`config.mk`:
```
export PLATFORM = sky130hd
export DESIGN_NAME = ct_had_serial_shifter
export DESIGN_NICKNAME = d
export VERILOG_FILES = /design/src/rtl/ct_had_serial_shifter.sv
export SDC_FILE = /design/constraint.sdc
export NUM_CORES = 1
export LEC_CHECK = 0
export ABC_AREA = 1
export BUFFER_PORTS_ARGS = -buffer_cell sky130_fd_sc_hd__clkbuf_2
export CORE_MARGIN = 3
export CORE_UTILIZATION = 44
export DETAILED_ROUTE_END_ITERATION = 7
export PLACE_DENSITY = 0.81
export SLEW_MARGIN = 25
export SYNTH_ARGS = -nofsm -noshare
export SYNTH_HDL_FRONTEND = slang
export SYNTH_SLANG_ARGS = --single-unit
```
`constraint.sdc`:
```
create_clock -name tclk -period 2.15 [get_ports tclk]
set_input_delay 0.215 -clock tclk [delete_from_list [all_inputs] [get_ports tclk]]
set_output_delay 0.215 -clock tclk [all_outputs]
set_load 0.05 [all_outputs]
```
`src/rtl/ct_had_serial_shifter.sv`:
```
`default_nettype none
// ============================================================================
//  Module      : ct_had_serial_shifter
//  Description : JTAG IR/DR serial shifter for the HAD debug TAP. The DR
//                length is set at run time. Reads append an odd-parity bit,
//                writes check a host-supplied parity bit, and the shift
//                count is checked against the selected length.
//  Revision    : 1.0 - initial release
// ============================================================================
module ct_had_serial_shifter #(
    parameter int DATA_W = 64,
    parameter int IR_W   = 8,
    parameter int LEN_W  = 7
) (
    input  logic              tclk,
    input  logic              trst_b,
    input  logic              io_serial_tdi,
    output logic              serial_io_tdo,
    input  logic              sm_serial_shift_ir,
    input  logic              sm_serial_capture_dr,
    input  logic              sm_serial_shift_dr,
    input  logic              sm_serial_update_dr,
    input  logic              sm_xx_write_en,
    input  logic [LEN_W-1:0]  ir_serial_dr_len,
    input  logic [DATA_W-1:0] regs_serial_data,
    output logic [DATA_W-1:0] serial_xx_data,
    output logic [IR_W-1:0]   serial_xx_ir,
    output logic              serial_xx_update_vld,
    output logic              serial_xx_len_err,
    output logic              serial_xx_parity_err
);

    // One extra bit so the counter can reach L+2 even when L == DATA_W.
    localparam int CNT_W = LEN_W + 1;

    logic [DATA_W-1:0] r_data;
    logic [IR_W-1:0]   r_ir;
    logic [CNT_W-1:0]  r_cnt;
    logic              r_par;
    logic              r_par_in;
    logic              r_len_err;
    logic              r_par_err;
    logic              r_upd_vld;
    logic              r_tdo;

    logic [LEN_W-1:0]  w_len;
    logic [CNT_W-1:0]  w_len_x;
    logic [CNT_W-1:0]  w_len_p1;
    logic [CNT_W-1:0]  w_len_p2;
    logic [DATA_W-1:0] w_mask;
    logic [DATA_W-1:0] w_shift;
    logic              w_cnt_lt;
    logic              w_cnt_eq;
    logic              w_len_bad;
    logic              w_par_ok;

    // Effective length: 0 or anything beyond DATA_W selects the full width.
    always_comb begin
        w_len = ir_serial_dr_len;
        if ((ir_serial_dr_len == '0) || (ir_serial_dr_len > LEN_W'(DATA_W))) begin
            w_len = LEN_W'(DATA_W);
        end
    end

    assign w_len_x  = {1'b0, w_len};
    assign w_len_p1 = w_len_x + CNT_W'(1);
    assign w_len_p2 = w_len_x + CNT_W'(2);

    // Bit mask of the active DR field [L-1:0].
    for (genvar gi = 0; gi < DATA_W; gi++) begin : g_mask
        assign w_mask[gi] = (CNT_W'(gi) < w_len_x);
    end

    // Right shift inside [L-1:0] with TDI entering at bit L-1; bits >= L stay 0.
    assign w_shift = ({1'b0, r_data[DATA_W-1:1]} & (w_mask >> 1))
                   | (DATA_W'(io_serial_tdi) << (w_len - LEN_W'(1)));

    assign w_cnt_lt  = (r_cnt < w_len_x);
    assign w_cnt_eq  = (r_cnt == w_len_x);
    assign w_len_bad = (r_cnt != w_len_p1);
    assign w_par_ok  = (r_par_in == r_par);

    // IR/DR shifting, shift counting, parity accumulation and update checks.
    always_ff @(posedge tclk or negedge trst_b) begin
        if (!trst_b) begin
            r_ir      <= '0;
            r_data    <= '0;
            r_cnt     <= '0;
            r_par     <= 1'b1;
            r_par_in  <= 1'b0;
            r_len_err <= 1'b0;
            r_par_err <= 1'b0;
            r_upd_vld <= 1'b0;
        end else begin
            r_upd_vld <= 1'b0;
            if (sm_serial_shift_ir) begin
                r_ir <= {io_serial_tdi, r_ir[IR_W-1:1]};
            end else if (sm_serial_capture_dr) begin
                r_data    <= regs_serial_data & w_mask;
                r_cnt     <= '0;
                r_par     <= 1'b1;
                r_len_err <= 1'b0;
                r_par_err <= 1'b0;
            end else if (sm_serial_shift_dr) begin
                if (w_cnt_lt) begin
                    r_data <= w_shift;
                    r_par  <= r_par ^ (sm_xx_write_en ? io_serial_tdi : r_data[0]);
                    r_cnt  <= r_cnt + CNT_W'(1);
                end else if (w_cnt_eq) begin
                    if (sm_xx_write_en) begin
                        r_par_in <= io_serial_tdi;
                    end
                    r_cnt <= r_cnt + CNT_W'(1);
                end else if (r_cnt < w_len_p2) begin
                    r_cnt <= r_cnt + CNT_W'(1);
                end
            end else if (sm_serial_update_dr) begin
                r_len_err <= w_len_bad;
                r_par_err <= sm_xx_write_en && !w_len_bad && !w_par_ok;
                r_upd_vld <= sm_xx_write_en && !w_len_bad && w_par_ok;
            end
        end
    end

    // TDO launches on the falling edge: data bits, then parity, then idle ones.
    always_ff @(negedge tclk or negedge trst_b) begin
        if (!trst_b) begin
            r_tdo <= 1'b1;
        end else if (sm_serial_shift_dr && !sm_serial_shift_ir && !sm_serial_capture_dr
                     && !sm_xx_write_en) begin
            if (w_cnt_lt) begin
                r_tdo <= r_data[0];
            end else if (w_cnt_eq) begin
                r_tdo <= r_par;
            end else begin
                r_tdo <= 1'b1;
            end
        end
    end

    assign serial_io_tdo        = r_tdo;
    assign serial_xx_data       = r_data;
    assign serial_xx_ir         = r_ir;
    assign serial_xx_update_vld = r_upd_vld;
    assign serial_xx_len_err    = r_len_err;
    assign serial_xx_parity_err = r_par_err;

endmodule
`default_nettype wire

```
==> key figures, run 1 <==
Worst hold path
  – Hold/Removal Path Class: primary input to register

Placement
  – Final weighted congestion in routability-driven placement: 0.991
  – Buffers added on ports: 154
  – Detailed placer's ending HPWL: roughly 19000 um

Pwr
  – Total power divided by cell area: 756 nW/um^2
  – Worst voltage drop across the vdd grid: about 540 uV
  – Leak Pwr: 5.13 nW

STA
  – Tightest hold margin: ~0.13 ns
  – Final setup vio count: 38
  – Actual slew at the worst max-slew pin: slightly above 0.7 ns
  – Unrepaired setup endpoints after global routing: yes
  – Post-route clock skew: 0.0567 ns
  – Number of failing hold endpoints at the final stage: 0
  – Slew HR: 51.7%
  – Setup slack of the critical path after layout: -0.550 ns
  – Total Negative Setup Slacks: -3.62 ns
  – Final count of pins violating max slew: 0

Critical path
  – Element type at the critical path start: register
  – Crit-path slowest cell: sky130_fd_sc_hd__dfrtp_1
  – Critical-path cell list: ha_4 > a21o_1 > a211oi_2 > nand2_2 > o21ai_2 > o21ai_1 > mux2_4
  – Type of the setup path with the least slack: register to register
  – Required time at the endpoint of the critical path: 1.41 ns
  – Largest delay contributor family on the critical path: compound AO/OA/AOI/OAI gates
  – Largest fanout on the critical path: 3
  – Longest individual stage delay on the worst path: 0.41 ns
  – Critical Path Sink Type: register
  – CP arrival: 1.96 ns
  – Setup slack of the most critical reg-to-reg path: -0.55 ns
  – Count of buffer and inverter cells on the critical path: 0

Clocking
  – TritonCTS sink count: 86
  – Clock transition at the register clock pins on the worst setup and hold paths after CTS: 0.07 ns
  – Number of buffers created by CTS: 9
  – Maximum buffer depth of the clock tree: 2
  – CTS tree: yes
  – Depth of the CTS H-tree: 3
  – Clock insertion delay at the later pin of the skew report: 0.41 ns
  – Clock tree root driver cell: sky130_fd_sc_hd__clkbuf_16

Yosys
  – Fraction of the mapped netlist area in simple logic gates: 36.3%
  – Portion of the post-synthesis area used by sequential elements: 32.3%
  – Share of synthesized area spent on multiplexers: 0.319%
  – Syn_area_per_cell: 6.61 um^2
  – Syn. warnings: 0
  – Area fraction in compound gates after synthesis: approximately 16%
  – Adder-cell share of the synthesized area: 4.51%
  – Post-synth cell types: 48
  – Largest family of logic cells by synthesized area: simple AND/OR/NAND/NOR gates
  – Number of synthesized flops with an enable pin: 0
  – Post-Syn Area: 6670 um^2
  – Synthesized flop and latch total: 86
  – Synthesized instance count: 1008
  – Async set-reset flop share out of synthesis: 100%
  – Top_reg_cell synth: sky130_fd_sc_hd__dfrtp_1
  – Synthesized-area fraction occupied by xor and xnor cells: around 2.5%
  – Net count of the mapped netlist: 1111

Route
  – DRC Markers: 0
  – Number of vias in the routed layout: 8849
  – Drt initial violations: 1244
  – DR vias/cell: 5.88
  – Antenna Nets Post-Route: 0
  – First-pass iteration count of the detailed router: 6
  – WL per Instance: 19.1 um
  – Total wire length: 28800 um

Run status
  – Status: finished, violations left
  – Violations in the final reports: negative setup slack

Global routing
  – Global-route wire length before repair: between 30000 and 40000 um
  – Global-route usage over all layers: a little under a third
  – Global-route track usage on met1: between 40% and 50%
  – Antenna violations before repair: 0
  – Most utilized layer in the global route result: met2
  – Met3 capacity usage during global routing: 6.35%
  – Number of global-route vias before repair: 7835
  – GRT met2 Usage: a little under half
  – Maximum number of pins on one net before global-route repair: 86
  – Global-route congestion overflow total: 0

Floorplanning
  – Std cell rows: 44
  – Core region area: 14700 um^2
  – Die height: 129 um
  – Number of ports placed on the die boundary: 155
  – Initial cell density of the core: 45.3%
  – Area of the die: 16700 um^2
  – Horizontal die dimension: roughly 130 um

Finish
  – Synth-to-Final Area Change: 53.7%
  – Number of diodes: 0
  – Fraction of final layout cells with drive strength greater than 1: 38.4%
  – Fin nets: 1418
  – Fin util: 69.7%

Run
  – Max-Cap Viols: 0
==> kinds of logic after synthesis <==
family                   count (synthesis)
AND/OR/NAND/NOR                        556
AO/OA/AOI/OAI                          190
buffers and inverters                  131
flip-flops                              86
adder cells (fa/ha/maj)                 24
XOR/XNOR                                18
multiplexers                             2
other                                    1
==> placed cells by master, fill, tap and decap left out, types with 21 or more instances in the layout <==
| cell type | count |
|---|---|
| sky130_fd_sc_hd__nand2_2 | 25 |
| sky130_fd_sc_hd__nand3_1 | 84 |
| sky130_fd_sc_hd__clkbuf_2 | 149 |
| sky130_fd_sc_hd__inv_1 | 67 |
| sky130_fd_sc_hd__a21oi_1 | 60 |
| sky130_fd_sc_hd__nor2_1 | 97 |
| sky130_fd_sc_hd__o21ai_0 | 25 |
| sky130_fd_sc_hd__o21ai_1 | 25 |
| sky130_fd_sc_hd__dfrtp_1 | 84 |
| sky130_fd_sc_hd__nor2_2 | 21 |
| sky130_fd_sc_hd__nand4_1 | 28 |
| sky130_fd_sc_hd__nand2_1 | 254 |
| sky130_fd_sc_hd__buf_4 | 145 |
==> synthesized netlist by cell type (2+ instances only) <==
| cell | count | area (um^2) |
|---|---|---|
| sky130_fd_sc_hd__clkbuf_1 | 26 | 97.6 |
| sky130_fd_sc_hd__a31oi_1 | 29 | 181 |
| sky130_fd_sc_hd__nand2_4 | 4 | 45.0 |
| sky130_fd_sc_hd__a21boi_0 | 3 | 22.5 |
| sky130_fd_sc_hd__buf_2 | 10 | 50.1 |
| sky130_fd_sc_hd__o21ai_0 | 47 | 235 |
| sky130_fd_sc_hd__o21bai_1 | 14 | 105 |
| sky130_fd_sc_hd__inv_2 | 8 | 30.0 |
| sky130_fd_sc_hd__o211ai_1 | 8 | 60.1 |
| sky130_fd_sc_hd__nor2_4 | 2 | 22.5 |
| sky130_fd_sc_hd__buf_1 | 5 | 18.8 |
| sky130_fd_sc_hd__nor2_2 | 7 | 43.8 |
| sky130_fd_sc_hd__a21oi_1 | 77 | 385 |
| sky130_fd_sc_hd__o22a_1 | 2 | 17.5 |
| sky130_fd_sc_hd__ha_1 | 24 | 300 |
| sky130_fd_sc_hd__dfstp_2 | 2 | 52.6 |
| sky130_fd_sc_hd__nand3_2 | 2 | 20.0 |
| sky130_fd_sc_hd__buf_4 | 3 | 22.5 |
| sky130_fd_sc_hd__nand4_1 | 28 | 175 |
| sky130_fd_sc_hd__o21ai_1 | 4 | 20.0 |
| sky130_fd_sc_hd__nand3_1 | 94 | 470 |
| sky130_fd_sc_hd__xnor2_1 | 2 | 17.5 |
| sky130_fd_sc_hd__or2_2 | 2 | 12.5 |
| sky130_fd_sc_hd__nor2_1 | 121 | 454 |
| sky130_fd_sc_hd__nand2_1 | 278 | 1040 |
| sky130_fd_sc_hd__nor3_1 | 6 | 30.0 |
| sky130_fd_sc_hd__inv_1 | 76 | 285 |
| sky130_fd_sc_hd__nand2_2 | 6 | 37.5 |
| sky130_fd_sc_hd__xor2_1 | 15 | 131 |
| sky130_fd_sc_hd__clkinv_1 | 2 | 7.51 |
| sky130_fd_sc_hd__dfrtp_1 | 84 | 2100 |
==> sequential cells by signal, summed over array words and instances, names as in the netlist <==
signal / count
r_cnt: 8
r_par: 1
r_par_in: 1
serial_io_tdo: 1
serial_xx_data: 64
serial_xx_ir: 8
serial_xx_len_err: 1
serial_xx_parity_err: 1
serial_xx_update_vld: 1
==> worst paths after layout <==
check | start | endpoint | cells past startpoint
worst min-delay path | regs_serial_data[38] | serial_xx_data[38] | 3
min in group asynchronous | trst_b | serial_xx_data[42] | 3
worst max-delay path | r_cnt[5] | serial_io_tdo | 7
max in group asynchronous | trst_b | serial_io_tdo | 2
worst max register to register | r_cnt[5] | serial_io_tdo | 7
worst min register to register | serial_xx_ir[0] | serial_xx_ir[0] | 2
==> worst register-to-register path: stages (launching register included) <==
cell,delay [ns]
sky130_fd_sc_hd__dfrtp_1,0.41
sky130_fd_sc_hd__ha_4,0.25
sky130_fd_sc_hd__a21o_1,0.16
sky130_fd_sc_hd__a211oi_2,0.24
sky130_fd_sc_hd__nand2_2,0.12
sky130_fd_sc_hd__o21ai_2,0.07
sky130_fd_sc_hd__o21ai_1,0.09
sky130_fd_sc_hd__mux2_4,0.26
==> layer usage <==
layer	vias to the layer above	part of all wire (%)
met2	656	45
met1	4094	39
met3	145	11
li1	3954	-
met5	-	0
met4	0	5.0
==> cell type report <==
class	instances	area, um^2
Sequential cell	86	2150
Clock inverter	7	71.3
Clock buffer	10	239
Fill cell	1136	4450
Timing Repair Buffer	340	2610
Tap cell	184	230
Inverter	85	342
Multi-Input combinational cell	792	4600
==> report_power, final <==
part | switching, mW | internal, mW
clock | 0.744 | 0.943
combinational | 2.55 | 1.25
sequential | 0.304 | 1.96
==> metrics by stage <==
stage	setup slack, ns	instance area (um^2)	power [mW]	instances
3_5_place_dp	-1.02	8760	5.54	1447
4_1_cts	-0.529	9400	7.32	1473
2_1_floorplan	-0.967	6880	4.49	1008
6_report	-0.550	10200	7.75	1504
5_1_grt	-0.682	10200	8.06	1504
3_3_place_gp	-0.955	8760	5.49	1447
==> repair_timing <==
action / CTS / global route
pin swaps: 20 / 31
hold buffers: 1 / 0
endpoints found under the setup margin: 76 / 77
cloned: 2 / 11
setup buffers: 7 / 20
resized for setup: 60 / 109
hold endpoints to repair: 40 / 0
Power figures use the tool's default switching activity.
==> run 2, diff against run 1 <==
--- a/config.mk
+++ b/config.mk
@@ -11,6 +11,7 @@
 export CORE_UTILIZATION = 44
 export DETAILED_ROUTE_END_ITERATION = 7
 export PLACE_DENSITY = 0.81
+export SKIP_CTS_REPAIR_TIMING = 1
 export SLEW_MARGIN = 25
 export SYNTH_ARGS = -nofsm -noshare
 export SYNTH_HDL_FRONTEND = slang
==> run 2 against run 1 <==
  * The flow finishes with violations (negative hold slack, negative setup slack)
  * Final cell count down 0.27%
  * Clock power about the same
  * Register-to-register slack about the same
  * First-iteration DRC count down 3.7%
  * Core utilization about the same
  * Power down 1.0%
  * Non-clock buffer count down 4
  * Hold slack worse by 0.16 ns
  * Routed wire length down 4.4%
  * Final area about the same
  * Highest routed layer unchanged
==> key figures, run 2 (synthesized netlist as in run 1, its figures left out) <==
STA
  – Total Negative Setup Slacks: -2.84 ns (+0.780 ns)
  – Post-route clock skew: 0.0579 ns (+0.00118 ns)
  – Final setup vio count: 25 (-34%)
  – Tightest hold margin: -0.0336 ns (-0.160 ns)
  – Actual slew at the worst max-slew pin: 0.611 ns (-0.114 ns)
  – Unrepaired setup endpoints after global routing: yes
  – Final count of pins violating max slew: 0 (unchanged)
  – Setup slack of the critical path after layout: -0.540 ns (+0.00945 ns)
  – Slew HR: 59.3% (+7.6 points)
  – Number of failing hold endpoints at the final stage: 52 (+52)

Finish
  – Fin nets: 1414 (-0.28%)
  – Commonest non-fill, non-tap cell in the layout: sky130_fd_sc_hd__nand2_1
  – Post-Layout Cell Count: 1500 (-0.27%)
  – Number of flip-flops in the largest register: 64 (unchanged)
  – Area occupied by registers: 2150 um^2 (unchanged)
  – Synth-to-Final Area Change: 53.8% (about the same)
  – Fraction of final layout cells with drive strength greater than 1: 39.8% (+1.4 points)
  – Count of fill cells added during filler insertion: 1113 (-2.0%)
  – Leading cell types in the layout, fill and taps excluded: sky130_fd_sc_hd__nand2_1, sky130_fd_sc_hd__clkbuf_2, sky130_fd_sc_hd__buf_4
  – Number of diodes: 0 (unchanged)
  – Area of the multi-input gates: 4710 um^2 (+2.4%)

Global routing
  – Number of global-route vias before repair: 7686 (-1.9%)
  – Antenna violations before repair: 0 (unchanged)
  – Global-route usage over all layers: 29.6% (-0.69 points)
  – Maximum number of pins on one net before global-route repair: 86 (unchanged)
  – Global-route congestion overflow total: 0 (unchanged)
  – Global-route wire length before repair: 38800 um (-2.1%)

Clocking
  – Clock transition at the register clock pins on the worst setup and hold paths after CTS: 0.07 ns (about the same)
  – Number of buffers created by CTS: 9 (unchanged)
  – Maximum buffer depth of the clock tree: 2 (unchanged)
  – Depth of the CTS H-tree: 3 (unchanged)
  – TritonCTS sink count: 86 (unchanged)
  – CTS tree: yes
  – Clock insertion delay at the later pin of the skew report: 0.41 ns (about the same)
  – Clock tree root driver cell: sky130_fd_sc_hd__clkbuf_16

Pwr
  – Switching part of the total: 46.5% (+0.14 points)
  – Switching power of the nets: 3.57 mW (-0.75%)
  – Worst voltage drop across the vdd grid: 508 uV (-6.4%)
  – Fraction of power consumed by combinational cells: 48.7% (-0.4 points)
  – Total power divided by cell area: 748 nW/um^2 (-1.1%)
  – Clock Power Share: 21.9% (about the same)
  – Cell internal pwr: 4.10 mW (-1.3%)
  – Fraction of power consumed by sequential logic: 29.3% (about the same)
  – Leak Pwr: 5.11 nW (-0.28%)

Route
  – Highest layer used for signal routing: met4
  – Routed length on met1: 10700 um (-5.1%)
  – First-pass iteration count of the detailed router: 6 (unchanged)
  – Antenna Nets Post-Route: 0 (unchanged)
  – Drt initial violations: 1198 (-3.7%)
  – Number of vias in the routed layout: 8663 (-2.1%)
  – WL per Instance: 18.4 um (-4.1%)
  – Routed wire length on met2: 12400 um (-3.8%)
  – Total wire length: 27500 um (-4.4%)
  – Amount of wire on met3 after detailed routing: 3270 um (+5.4%)
  – DRC Markers: 0 (unchanged)
  – DR vias/cell: 5.78 (-1.8%)

Floorplanning
  – Die height: 129 um (unchanged)
  – Area of the die: 16700 um^2 (unchanged)
  – Initial cell density of the core: 45.3% (unchanged)
  – Core region area: 14700 um^2 (unchanged)
  – Std cell rows: 44 (unchanged)
  – Horizontal die dimension: 129 um (unchanged)
  – Number of ports placed on the die boundary: 155 (unchanged)

Critical path
  – Critical Path Sink Type: register
  – Type of the setup path with the least slack: register to register
  – Critical-path cell list: ha_4 > a21o_1 > a211oi_2 > nand2_2 > o21ai_1 > o21ai_1 > mux2_2
  – Longest individual stage delay on the worst path: 0.41 ns (about the same)
  – Cell with the most instances on the worst path: sky130_fd_sc_hd__o21ai_1
  – Crit-path slowest cell: sky130_fd_sc_hd__dfrtp_1
  – Largest fanout on the critical path: 4 (+1)
  – CP arrival: 1.95 ns (about the same)
  – Required time at the endpoint of the critical path: 1.41 ns (about the same)
  – Element type at the critical path start: register

Placement
  – Detailed placer's ending HPWL: 19200 um (unchanged)
  – Final weighted congestion in routability-driven placement: 0.991 (unchanged)
  – Number of cells in the design after placement: 1447 (unchanged)
  – Buffers added on ports: 154 (unchanged)

Run status
  – Status: finished, violations left
  – Violations in the final reports: negative hold slack, negative setup slack

Run
  – Max-Cap Viols: 0 (unchanged)

Worst hold path
  – Hold/Removal Path Class: primary input to async pin
-- run 2: changes by cell type in the layout (fill, tap and decap cells not counted), sizes merged --
cell / delta
buf: +8
inv: -1
dlygate4sd3: -1
clkbuf: -11
clkinv: +1
-- run 2: cell type report --
cell class | count | share of cell area [%]
timing repair buffer | 336 | 24.3
multi-input combinational | 792 | 45.9
sequential | 86 | 21.0
clock inverter | 7 | 0.696
inverter | 85 | 3.50
tap | 184 | 2.25
clock buffer | 10 | 2.33
-- run 2: final timing paths --
check                                          start                  to  slack (ns)  cells past startpoint
worst max-delay path                        r_cnt[5]       serial_io_tdo       -0.54                      7
worst min-delay path                          trst_b  serial_xx_data[42]       -0.03                      2
worst max register to register              r_cnt[5]       serial_io_tdo       -0.54                      7
worst min register to register       serial_xx_ir[0]     serial_xx_ir[0]        0.48                      2
max in group asynchronous                     trst_b       serial_io_tdo        1.25                      1
min in group tclk               regs_serial_data[38]  serial_xx_data[38]        0.13                      3
-- run 2: stage by stage --
step	power, mW	setup slack [ns]	utilization [%]	instance area, um^2
after floorplan	4.49	-0.967	-	6880
after global placement	5.49	-0.955	59.6	8760
after detailed placement	5.54	-1.02	59.6	8760
after CTS	7.20	-0.641	61.7	9070
after global routing	7.99	-0.602	69.7	10300
final	7.67	-0.540	69.7	10300
-- run 2: power groups by stage --
stage	logic, mW	clock network [mW]	registers, mW
final	3.74	1.68	2.25
after global routing	3.97	1.74	2.29
after CTS	3.29	1.68	2.24
after detailed placement	3.27	0.00582	2.27
after global placement	3.22	0.00582	2.26
after floorplan	1.16	0.00582	3.32
-- run 2: routing by layer --
layer	vias to the layer above	GRT usage [%]
li1	3962	-
met1	3940	40.7
met2	637	46.3
met3	124	6.51
met4	0	9.94
met5	-	0
-- run 2: worst max-delay path, delay by kind of cell, from the launching register on --
kind                     cells  cell delay (ns)
flip-flops                   1             0.41
AO/OA/AOI/OAI                4             0.60
multiplexers                 1             0.26
AND/OR/NAND/NOR              1             0.12
adder cells (fa/ha/maj)      1             0.22
